### config.mk
export PLATFORM = sky130hd
export DESIGN_NAME = conv_window_scheduler_flat
export DESIGN_NICKNAME = d
export VERILOG_FILES = /design/src/rtl/conv_window_scheduler_if.sv /design/src/rtl/conv_window_scheduler.sv /design/src/flat_wrapper.sv
export SDC_FILE = /design/constraint.sdc
export NUM_CORES = 1
export LEC_CHECK = 0
export ABC_AREA = 1
export ABC_CLOCK_PERIOD_IN_PS = 2100
export BUFFER_PORTS_ARGS = -buffer_cell sky130_fd_sc_hd__buf_2
export CAP_MARGIN = 20
export CELL_PAD_IN_SITES_DETAIL_PLACEMENT = 0
export CELL_PAD_IN_SITES_GLOBAL_PLACEMENT = 1
export CORE_UTILIZATION = 41
export CTS_CLUSTER_SIZE = 14
export DETAILED_ROUTE_END_ITERATION = 10
export PLACE_DENSITY_LB_ADDON = 0.1
export REMOVE_ABC_BUFFERS = 1
export SETUP_SLACK_MARGIN = 0.05
export SLEW_MARGIN = 5
export SYNTH_ARGS = -nofsm -noshare
export SYNTH_HDL_FRONTEND = slang
export SYNTH_SLANG_ARGS = --single-unit
### constraint.sdc
create_clock -name clk -period 2.1 [get_ports clk]
set_clock_uncertainty 0.05 [all_clocks]
set_input_delay 0.42 -clock clk [delete_from_list [all_inputs] [get_ports clk]]
set_output_delay 0.42 -clock clk [all_outputs]
set_load 0.01 [all_outputs]
### src/rtl/conv_window_scheduler_if.sv
// Pixel-in / line-buffer-write / window-out signal bundle for conv_window_scheduler.
interface conv_window_scheduler_if #(
  parameter int IMG_W = 28,
  parameter int IMG_H = 28
);
  localparam int CW = $clog2(IMG_W);
  localparam int RW = $clog2(IMG_H);

  logic          pix_valid;
  logic          pix_ready;
  logic          wr_en;
  logic [1:0]    wr_row_sel;
  logic [CW-1:0] wr_col;
  logic          win_valid;
  logic          win_ready;
  logic [RW-1:0] win_row;
  logic [CW-1:0] win_col;
  logic [1:0]    win_top_sel;
  logic          win_last;

  modport master (
    input  pix_valid, win_ready,
    output pix_ready, wr_en, wr_row_sel, wr_col,
           win_valid, win_row, win_col, win_top_sel, win_last
  );

  modport slave (
    output pix_valid, win_ready,
    input  pix_ready, wr_en, wr_row_sel, wr_col,
           win_valid, win_row, win_col, win_top_sel, win_last
  );
endinterface

### src/rtl/conv_window_scheduler.sv
// Line-buffer write addressing and 3x3 window sequencing for the conv MAC array.
module conv_window_scheduler #(
  parameter int IMG_W = 28,
  parameter int IMG_H = 28
) (
  input  logic                   clk,
  input  logic                   rst,
  input  logic                   start,
  input  logic                   abort,
  conv_window_scheduler_if.master bus,
  output logic                   busy,
  output logic                   frame_done
);
  localparam int CW = $clog2(IMG_W);
  localparam int RW = $clog2(IMG_H);

  localparam logic [CW-1:0] C_LAST = CW'(IMG_W - 1);
  localparam logic [RW-1:0] R_LAST = RW'(IMG_H - 1);

  localparam logic [1:0] IDLE  = 2'd0;
  localparam logic [1:0] FILL  = 2'd1;
  localparam logic [1:0] DRAIN = 2'd2;
  localparam logic [1:0] DONE  = 2'd3;

  logic [1:0]    state;
  logic [RW-1:0] r;
  logic [CW-1:0] c;
  logic [1:0]    phys_sel;
  logic [1:0]    phys_next;

  logic          win_valid_q;
  logic [RW-1:0] win_row_q;
  logic [CW-1:0] win_col_q;
  logic [1:0]    win_top_q;
  logic          win_last_q;

  logic accept;
  logic win_hs;
  logic win_load;
  logic last_pix;

  always_comb begin
    phys_next      = (phys_sel == 2'd2) ? 2'd0 : phys_sel + 2'd1;
    last_pix       = (r == R_LAST) && (c == C_LAST);
    bus.pix_ready  = (state == FILL) && (!win_valid_q || bus.win_ready);
    accept         = bus.pix_ready && bus.pix_valid;
    win_hs         = win_valid_q && bus.win_ready;
    win_load       = accept && (r >= RW'(2)) && (c >= CW'(2));
    bus.wr_en      = accept;
    bus.wr_row_sel = phys_sel;
    bus.wr_col     = c;
    bus.win_valid  = win_valid_q;
    bus.win_row    = win_row_q;
    bus.win_col    = win_col_q;
    bus.win_top_sel = win_top_q;
    bus.win_last   = win_last_q;
    busy           = (state != IDLE);
    frame_done     = (state == DONE);
  end

  always_ff @(posedge clk or negedge rst) begin
    if (!rst) begin
      state       <= IDLE;
      r           <= '0;
      c           <= '0;
      phys_sel    <= '0;
      win_valid_q <= 1'b0;
      win_row_q   <= '0;
      win_col_q   <= '0;
      win_top_q   <= '0;
      win_last_q  <= 1'b0;
    end else if (abort && state != IDLE) begin
      state       <= IDLE;
      r           <= '0;
      c           <= '0;
      phys_sel    <= '0;
      win_valid_q <= 1'b0;
    end else begin
      case (state)
        IDLE: if (start) begin
          state    <= FILL;
          r        <= '0;
          c        <= '0;
          phys_sel <= '0;
        end
        FILL:    if (accept && last_pix) state <= DRAIN;
        DRAIN:   if (win_hs && win_last_q) state <= DONE;
        DONE:    state <= IDLE;
        default: state <= IDLE;
      endcase

      if (accept) begin
        if (c == C_LAST) begin
          c        <= '0;
          r        <= (r == R_LAST) ? '0 : r + RW'(1);
          phys_sel <= phys_next;
        end else begin
          c <= c + CW'(1);
        end
      end

      // A fresh window overrides the clear from a same-cycle handshake,
      // which is what sustains one window per cycle.
      if (win_load) begin
        win_valid_q <= 1'b1;
        win_row_q   <= r - RW'(2);
        win_col_q   <= c - CW'(2);
        win_top_q   <= phys_next;
        win_last_q  <= last_pix;
      end else if (win_hs) begin
        win_valid_q <= 1'b0;
      end
    end
  end
endmodule

### src/flat_wrapper.sv
// flat-port wrapper written by rule: the top's interface ports become plain ports
module conv_window_scheduler_flat 
#(
  parameter int IMG_W = 28,
  parameter int IMG_H = 28
)
  (clk, rst, start, abort, busy, frame_done, bus_pix_valid, bus_win_ready, bus_pix_ready, bus_wr_en, bus_wr_row_sel, bus_wr_col, bus_win_valid, bus_win_row, bus_win_col, bus_win_top_sel, bus_win_last);
  conv_window_scheduler_if #(.IMG_W(IMG_W), .IMG_H(IMG_H)) bus_i ();
  input  logic clk;
  input  logic rst;
  input  logic start;
  input  logic abort;
  output logic busy;
  output logic frame_done;
  input wire logic [$bits(bus_i.pix_valid)-1:0] bus_pix_valid;
  input wire logic [$bits(bus_i.win_ready)-1:0] bus_win_ready;
  output wire logic [$bits(bus_i.pix_ready)-1:0] bus_pix_ready;
  output wire logic [$bits(bus_i.wr_en)-1:0] bus_wr_en;
  output wire logic [$bits(bus_i.wr_row_sel)-1:0] bus_wr_row_sel;
  output wire logic [$bits(bus_i.wr_col)-1:0] bus_wr_col;
  output wire logic [$bits(bus_i.win_valid)-1:0] bus_win_valid;
  output wire logic [$bits(bus_i.win_row)-1:0] bus_win_row;
  output wire logic [$bits(bus_i.win_col)-1:0] bus_win_col;
  output wire logic [$bits(bus_i.win_top_sel)-1:0] bus_win_top_sel;
  output wire logic [$bits(bus_i.win_last)-1:0] bus_win_last;
  assign bus_i.pix_valid = bus_pix_valid;
  assign bus_i.win_ready = bus_win_ready;
  assign bus_pix_ready = bus_i.pix_ready;
  assign bus_wr_en = bus_i.wr_en;
  assign bus_wr_row_sel = bus_i.wr_row_sel;
  assign bus_wr_col = bus_i.wr_col;
  assign bus_win_valid = bus_i.win_valid;
  assign bus_win_row = bus_i.win_row;
  assign bus_win_col = bus_i.win_col;
  assign bus_win_top_sel = bus_i.win_top_sel;
  assign bus_win_last = bus_i.win_last;
  conv_window_scheduler #(.IMG_W(IMG_W), .IMG_H(IMG_H)) u_core (.clk(clk), .rst(rst), .start(start), .abort(abort), .bus(bus_i), .busy(busy), .frame_done(frame_done));
endmodule
==> reports/qor.txt, run 1 <==
========================================================================================
Status                                                                      finished clean
Max Transition Viols Final                                                             0
Critical Path Sink Type                                                      output port
Library cells used by synthesis                                                       27
Part of the Yosys area used for sequential elements                                41.7%
PostCTS Resize Cnt                                                                     0
Number of global-route vias before repair                                           1275
Crit-path most repeated cell                                                       inv_1
Power consumption                                                                1.52 mW
Remaining antenna violation count                                                      0
Final hold slack                                                                 96.8 ps
Cell Area, Synth                                                              1680 sq um
Synth warnings                                                                         0
Arr. time, crit path                                                             1470 ps
Clk_lat worst skew                                                                280 ps
Routed wire length                                                               3.69 mm
Signed area change from the synthesized netlist to the final layout                14.9%
Setup_tns                                                                           0 ps
Number of sinks driven by the clock tree                                              28
Cells after Synth                                                                    189
Die span in x                                                                    66.0 um
Port bufs                                                                             30
Number of cells on the worst reg-to-reg path                                           9
Maximum fanout count along the critical path                                           4
DR vias/cell                                                                        4.90
Yosys reg bits                                                                        28
GR Overflow Total                                                                      0
CTS tree                                                                           built
Detail Placement HPWL                                                            2.67 mm
Row count                                                                             22
Diodes inserted                                                                        0
Setup CP Type                                                               flop to output port
Average wire per cell in the routed design                                       13.8 um
RSZ-0062 raised after global routing                                               false
Worst vdd rail ir drop                                                          0.499 mV
Post-route fraction of the period consumed by the critical path                    92.6%
First-pass iteration count of the detailed router                                      4
Category of cells accounting for the largest share of critical-path delay     flip-flops
Core Footprint                                                                3800 sq um
Slew headroom                                                                      57.8%
Pin count of the biggest net entering global routing                                  29
Number of setup buffers added after CTS                                                0
Starting density of the core                                                       44.2%
Startpoint class of the critical path                                               flop
# IOs                                                                                 31
CTS clock-pin slew for the worst setup and hold paths                             100 ps
Fillers                                                                              364
Leakage component of the power                                                   1.04 nW
Aggregate global-route resource usage                                              18.2%
Slowest-stage cell, CP                                                           dfrtp_1
Power per cell area                                                          789 nW/um^2
Global-route wire length before repair                                           6.00 mm
Slew at the pin closest to its max-slew limit                                     633 ps
Mean cell area of the mapped netlist                                          8.88 sq um
Clock Path Buffers                                                                     2
Die Y                                                                            66.0 um
Worst r2r src                                                               u_core.state[0]
Reg2Reg Capture Point                                                       u_core.bus.win_row[1]
Highest achievable clock rate                                                    514 MHz
Number of endpoints failing setup at the final stage                                   0
Post-detailed-route DRC marker count                                                   0
Layout cell share with drive strength beyond 1                                     32.3%
Root Driver                                                                     clkbuf_8
Number of maximum-capacitance constraint violations                                    0
Final count of hold timing violations                                                  0
Number of H-tree levels                                                                1
Data required, critical path                                                     1630 ps
Final nets                                                                           239
Antenna violations before repair                                                       0
Delay of the slowest cell on the worst path                                       440 ps
Worst min-delay path class                                                  input pin to async pin
Critical path, cell by cell                                                 inv_1 -> ha_1 -> nand3_4 -> inv_1 -> buf_2
Via Count                                                                           1312
Final GP Congestion                                                                0.747
Hold-fix buffer count after cts                                                        0
Slack of the worst reg-to-reg path                                                200 ps
CTS buffer count                                                                       3
Die area                                                                      4360 sq um
Clock period minus final worst setup slack                                       1940 ps
Number of DRC violations after detailed-routing iteration 0                           83
Buffering stage count on the worst path with inverters included                        3
========================================================================================
## worst reg2reg max path, cell delays in order (launching register included)
cell     delay [ps]
dfrtp_1         440
inv_1           110
ha_1            210
inv_2            70
nand2_4         120
inv_6            70
nor2_8          160
nand3_2         350
nand2_2         160
o21ai_2          60
## Yosys cell counts (all sizes together)
master   instances  area share, %
a21oi            6            1.8
buf              4            2.5
dfrtp           28             42
ha              12            8.9
inv             22            5.2
nand2           55             15
nand3            9            4.2
nand3b           2           0.89
nand4            1           0.37
nor2            20            6.8
o21ai           21            8.7
o22ai            1           0.37
o2bb2ai          1           0.52
or2              1           0.37
xnor2            2            1.0
xor2             4            2.1
## power breakdown
| group | switching [mW] | leakage, nW | internal, mW | total (mW) |
|---|---|---|---|---|
| combinational | 0.318 | 0.611 | 0.160 | 0.478 |
| sequential | 0.0430 | 0.388 | 0.569 | 0.612 |
| clock | 0.178 | 0.0357 | 0.256 | 0.433 |
## logic make-up after synthesis
family	synth area share, %
flip-flops	41.7
AND/OR/NAND/NOR	27.1
buffers and inverters	7.67
AO/OA/AOI/OAI	11.4
adder cells (fa/ha/maj)	8.94
XOR/XNOR	3.13
## area by class of cell
type | count | area [sq um] | share of cell area (%)
Clock buffer | 3 | 41.3 | 2.14
Clock inverter | 1 | 30.0 | 1.56
Inverter | 22 | 87.6 | 4.54
Multi-Input combinational cell | 136 | 860 | 44.6
Sequential cell | 28 | 701 | 36.3
Tap cell | 48 | 60.1 | 3.11
Timing Repair Buffer | 30 | 150 | 7.78
## state kept, by name (all words and copies together) (netlist names)
signal / count
u_core.bus.win_last: 1
u_core.r: 5
u_core.bus.win_col: 5
u_core.bus.wr_row_sel: 2
u_core.bus.win_valid: 1
u_core.bus.win_top_sel: 2
u_core.state: 2
u_core.bus.win_row: 5
u_core.bus.wr_col: 5
## per-stage QoR
stage	instances	cell area (sq um)	util, %	worst slack [ps]
final	268	1930	50.8	155
after global routing	268	1930	50.8	85.1
after CTS	267	1920	50.5	153
after detailed placement	263	1850	48.6	205
after global placement	263	1850	48.6	319
after floorplan	185	1640	-	431
## metal layers
metal	vias to the layer above	wire length (um)	share of wire [%]	GRT usage [%]
met4	0	19	0.52	5.59
met2	34	1820	49	30.2
met1	616	1690	46	24.5
met5	-	0	0	0
met3	3	154	4.2	2.24
li1	659	-	-	-
## placed cells by master, fill, tap and decap left out, drive strengths merged
| master | count |
|---|---|
| nand4 | 1 |
| o2bb2ai | 1 |
| o21ai | 21 |
| dfrtp | 28 |
| nand3 | 10 |
| bufinv | 1 |
| or2 | 1 |
| nand2 | 55 |
| xor2 | 4 |
| ha | 12 |
| inv | 22 |
| clkbuf | 3 |
| a21oi | 6 |
| xnor2 | 2 |
| o22ai | 1 |
| nor2 | 20 |
| nand3b | 2 |
| buf | 30 |
## worst max-delay path by stage
| stage | startpoint | to | cells after the start |
|---|---|---|---|
| 2_1_floorplan | u_core.state[0] | u_core.bus.win_col[3] | 9 |
| 3_3_place_gp | u_core.state[0] | u_core.bus.win_last | 10 |
| 3_5_place_dp | u_core.state[0] | u_core.bus.win_row[0] | 9 |
| 4_1_cts | u_core.state[1] | bus_wr_en | 5 |
| 5_1_grt | u_core.state[0] | u_core.bus.win_row[3] | 8 |
| 6_report | u_core.state[1] | bus_wr_en | 5 |
Note: power is estimated with default switching activity, not from simulation.
==> run 2, diff against run 1 <==
Settings changed: BUFFER_PORTS_ARGS -buffer_cell sky130_fd_sc_hd__buf_2 to not set, CORE_UTILIZATION 41 to 47, DONT_BUFFER_PORTS set to 1.
==> run 2 against run 1 <==
Net effect:
- largest power group unchanged
- clock-buffer cell count unchanged
- non-clock buffer count down 28
- critical path depth down 1
- design area down 7.3%
- routed wire length down 12%
- cell count down 11%
- worst setup slack better by 73 ps
- register-to-register slack better by 40 ps
- utilization up 2.0 points
==> reports/qor.txt, run 2 (synthesis gave the netlist of run 1 again) <==
==================================================================================
Status                                                                finished clean
RSZ-0062 raised after global routing                                         false
Slack of the worst reg-to-reg path                                          240 ps   +40 ps
Number of DRC violations after detailed-routing iteration 0                     71   -14%
Commonest cells after routing, fill and taps aside                    42 x nand2_1, 28 x dfrtp_1, 18 x inv_1
Arr. time, crit path                                                       1400 ps   -70 ps
Number of placed cells counting well taps                                      231   -12%
Number of maximum-capacitance constraint violations                              0   unchanged
Layout cell share with drive strength beyond 1                               21.9%   -10 points
Die span in x                                                              61.8 um   -6.4%
Number of cells on the worst reg-to-reg path                                     9   unchanged
Diodes inserted                                                                  0   unchanged
Max Transition Viols Final                                                       0   unchanged
Remaining antenna violation count                                                0   unchanged
Clk_lat worst skew                                                          330 ps   +50 ps
Setup CP Type                                                         flop to output port
Worst setup path startpoint                                           u_core.state[1]
Highest achievable clock rate                                              534 MHz   +3.9%
Via Count                                                                     1222   -6.9%
Post-route fraction of the period consumed by the critical path              89.1%   -3.5 points
Most common library cell in the layout ignoring fill and taps              nand2_1
Number of setup buffers added after CTS                                          0   unchanged
Signed area change from the synthesized netlist to the final layout          6.48%
Root Driver                                                               clkbuf_4
Clock period minus final worst setup slack                                 1870 ps   -72.8 ps
Pin count of the biggest net entering global routing                            29   unchanged
Startpoint class of the critical path                                         flop
Leakage component of the power                                            0.885 nW   -15%
Final GP Congestion                                                          0.737   -1.2%
Antenna violations before repair                                                 0   unchanged
GR Overflow Total                                                                0   unchanged
Slew headroom                                                                73.0%   +15 points
Die area                                                                3820 sq um   -12%
Aggregate global-route resource usage                                        17.8%   -0.43 points
Detail Placement HPWL                                                      2.37 mm   -11%
Global-route wire length before repair                                     4.97 mm   -17%
Post-route non-filler standard cell count                                      238   -11%
Routed wire length                                                         3.25 mm   -12%
Critical Path Sink Type                                                output port
Min setup slack post-route                                                  228 ps   +72.8 ps
Worst r2r src                                                         u_core.state[0]
# IOs                                                                           31   unchanged
Worst vdd rail ir drop                                                    0.432 mV   -14%
Setup WS pre-CTS                                                            223 ps   +17.6 ps
CTS tree                                                                     built
Port bufs                                                                        0   -100%
Core Footprint                                                          3390 sq um   -11%
First-pass iteration count of the detailed router                                4   unchanged
Setup_tns                                                                     0 ps   unchanged
Number of global-route vias before repair                                     1104   -13%
Number of endpoints failing setup at the final stage                             0   unchanged
Power consumption                                                          1.39 mW   -8.8%
Average wire per cell in the routed design                                 13.7 um   -0.68%
Number of H-tree levels                                                          1   unchanged
Maximum fanout count along the critical path                                     4   unchanged
Post-detailed-route DRC marker count                                             0   unchanged
Worst min-delay path class                                            input pin to flop
Final nets                                                                     211   -12%
Final Util                                                                   52.8%   +2.0 points
Reg2Reg Capture Point                                                 u_core.bus.win_top_sel[1]
Row count                                                                       21   -4.5%
Power per cell area                                                    777 nW/um^2   -1.6%
Die Y                                                                      61.8 um   -6.4%
CTS clock-pin slew for the worst setup and hold paths                       150 ps   +50 ps
DR vias/cell                                                                  5.13   +4.9%
Termination of the worst setup path                                      bus_wr_en
Clock Path Buffers                                                               2   unchanged
Slew at the pin closest to its max-slew limit                               406 ps   -227 ps
Starting density of the core                                                 49.5%   +5.3 points
PostCTS Resize Cnt                                                               0   unchanged
Final count of hold timing violations                                            0   unchanged
CTS buffer count                                                                 3   unchanged
Data required, critical path                                               1630 ps   about the same
Number of sinks driven by the clock tree                                        28   unchanged
==================================================================================
run 2: power by group:
group / internal [mW] / switching, mW / leakage [nW]
logic: 0.133 / 0.286 / 0.469
registers: 0.570 / 0.0465 / 0.388
clock network: 0.193 / 0.160 / 0.0279
total: 0.896 / 0.493 / 0.885
run 2: timing repair:
item,4_1_cts,5_1_grt
endpoints found under the setup margin,0,2
hold endpoints to repair,28,0
hold buffers,2,0
run 2: final cells by class:
class	instances	area, sq um
multi-input cells	136	860
inverters	22	87.6
fillers	307	1600
repair buffers	2	30.0
well taps	46	57.6
clock inverters	1	30.0
clock buffers	3	22.5
flip-flops and latches	28	701
run 2: worst min path at each step:
stage / start / end / slack (ps) / cells past startpoint
6_report: bus_win_ready / u_core.bus.win_valid / 240 / 3
3_5_place_dp: rst / u_core.bus.win_row[1] / 80 / 0
4_1_cts: bus_win_ready / u_core.bus.win_valid / 230 / 3
5_1_grt: bus_win_ready / u_core.bus.win_valid / 220 / 3
3_3_place_gp: rst / u_core.bus.win_row[4] / 70 / 0
2_1_floorplan: rst / u_core.bus.win_col[0] / 70 / 0
run 2: critical path: stages, from the launching register on:
cell and delay [ps]:
dfrtp_1 450, inv_1 90, ha_1 230, nand3_4 150, inv_1 150
run 2: metrics by stage:
step,hold slack [ps],area (sq um)
floorplan,74.4,1640
global placement,75.0,1700
detailed placement,75.1,1700
CTS,226,1780
global route,222,1790
finish,239,1790
run 2: per-layer routing:
layer	part of all wire [%]	up-vias	track usage [%]
met3	5.5	2	2.48
met1	47	584	23.2
li1	-	607	-
met4	0.71	0	5.71
met5	0	-	0
met2	47	29	30.4
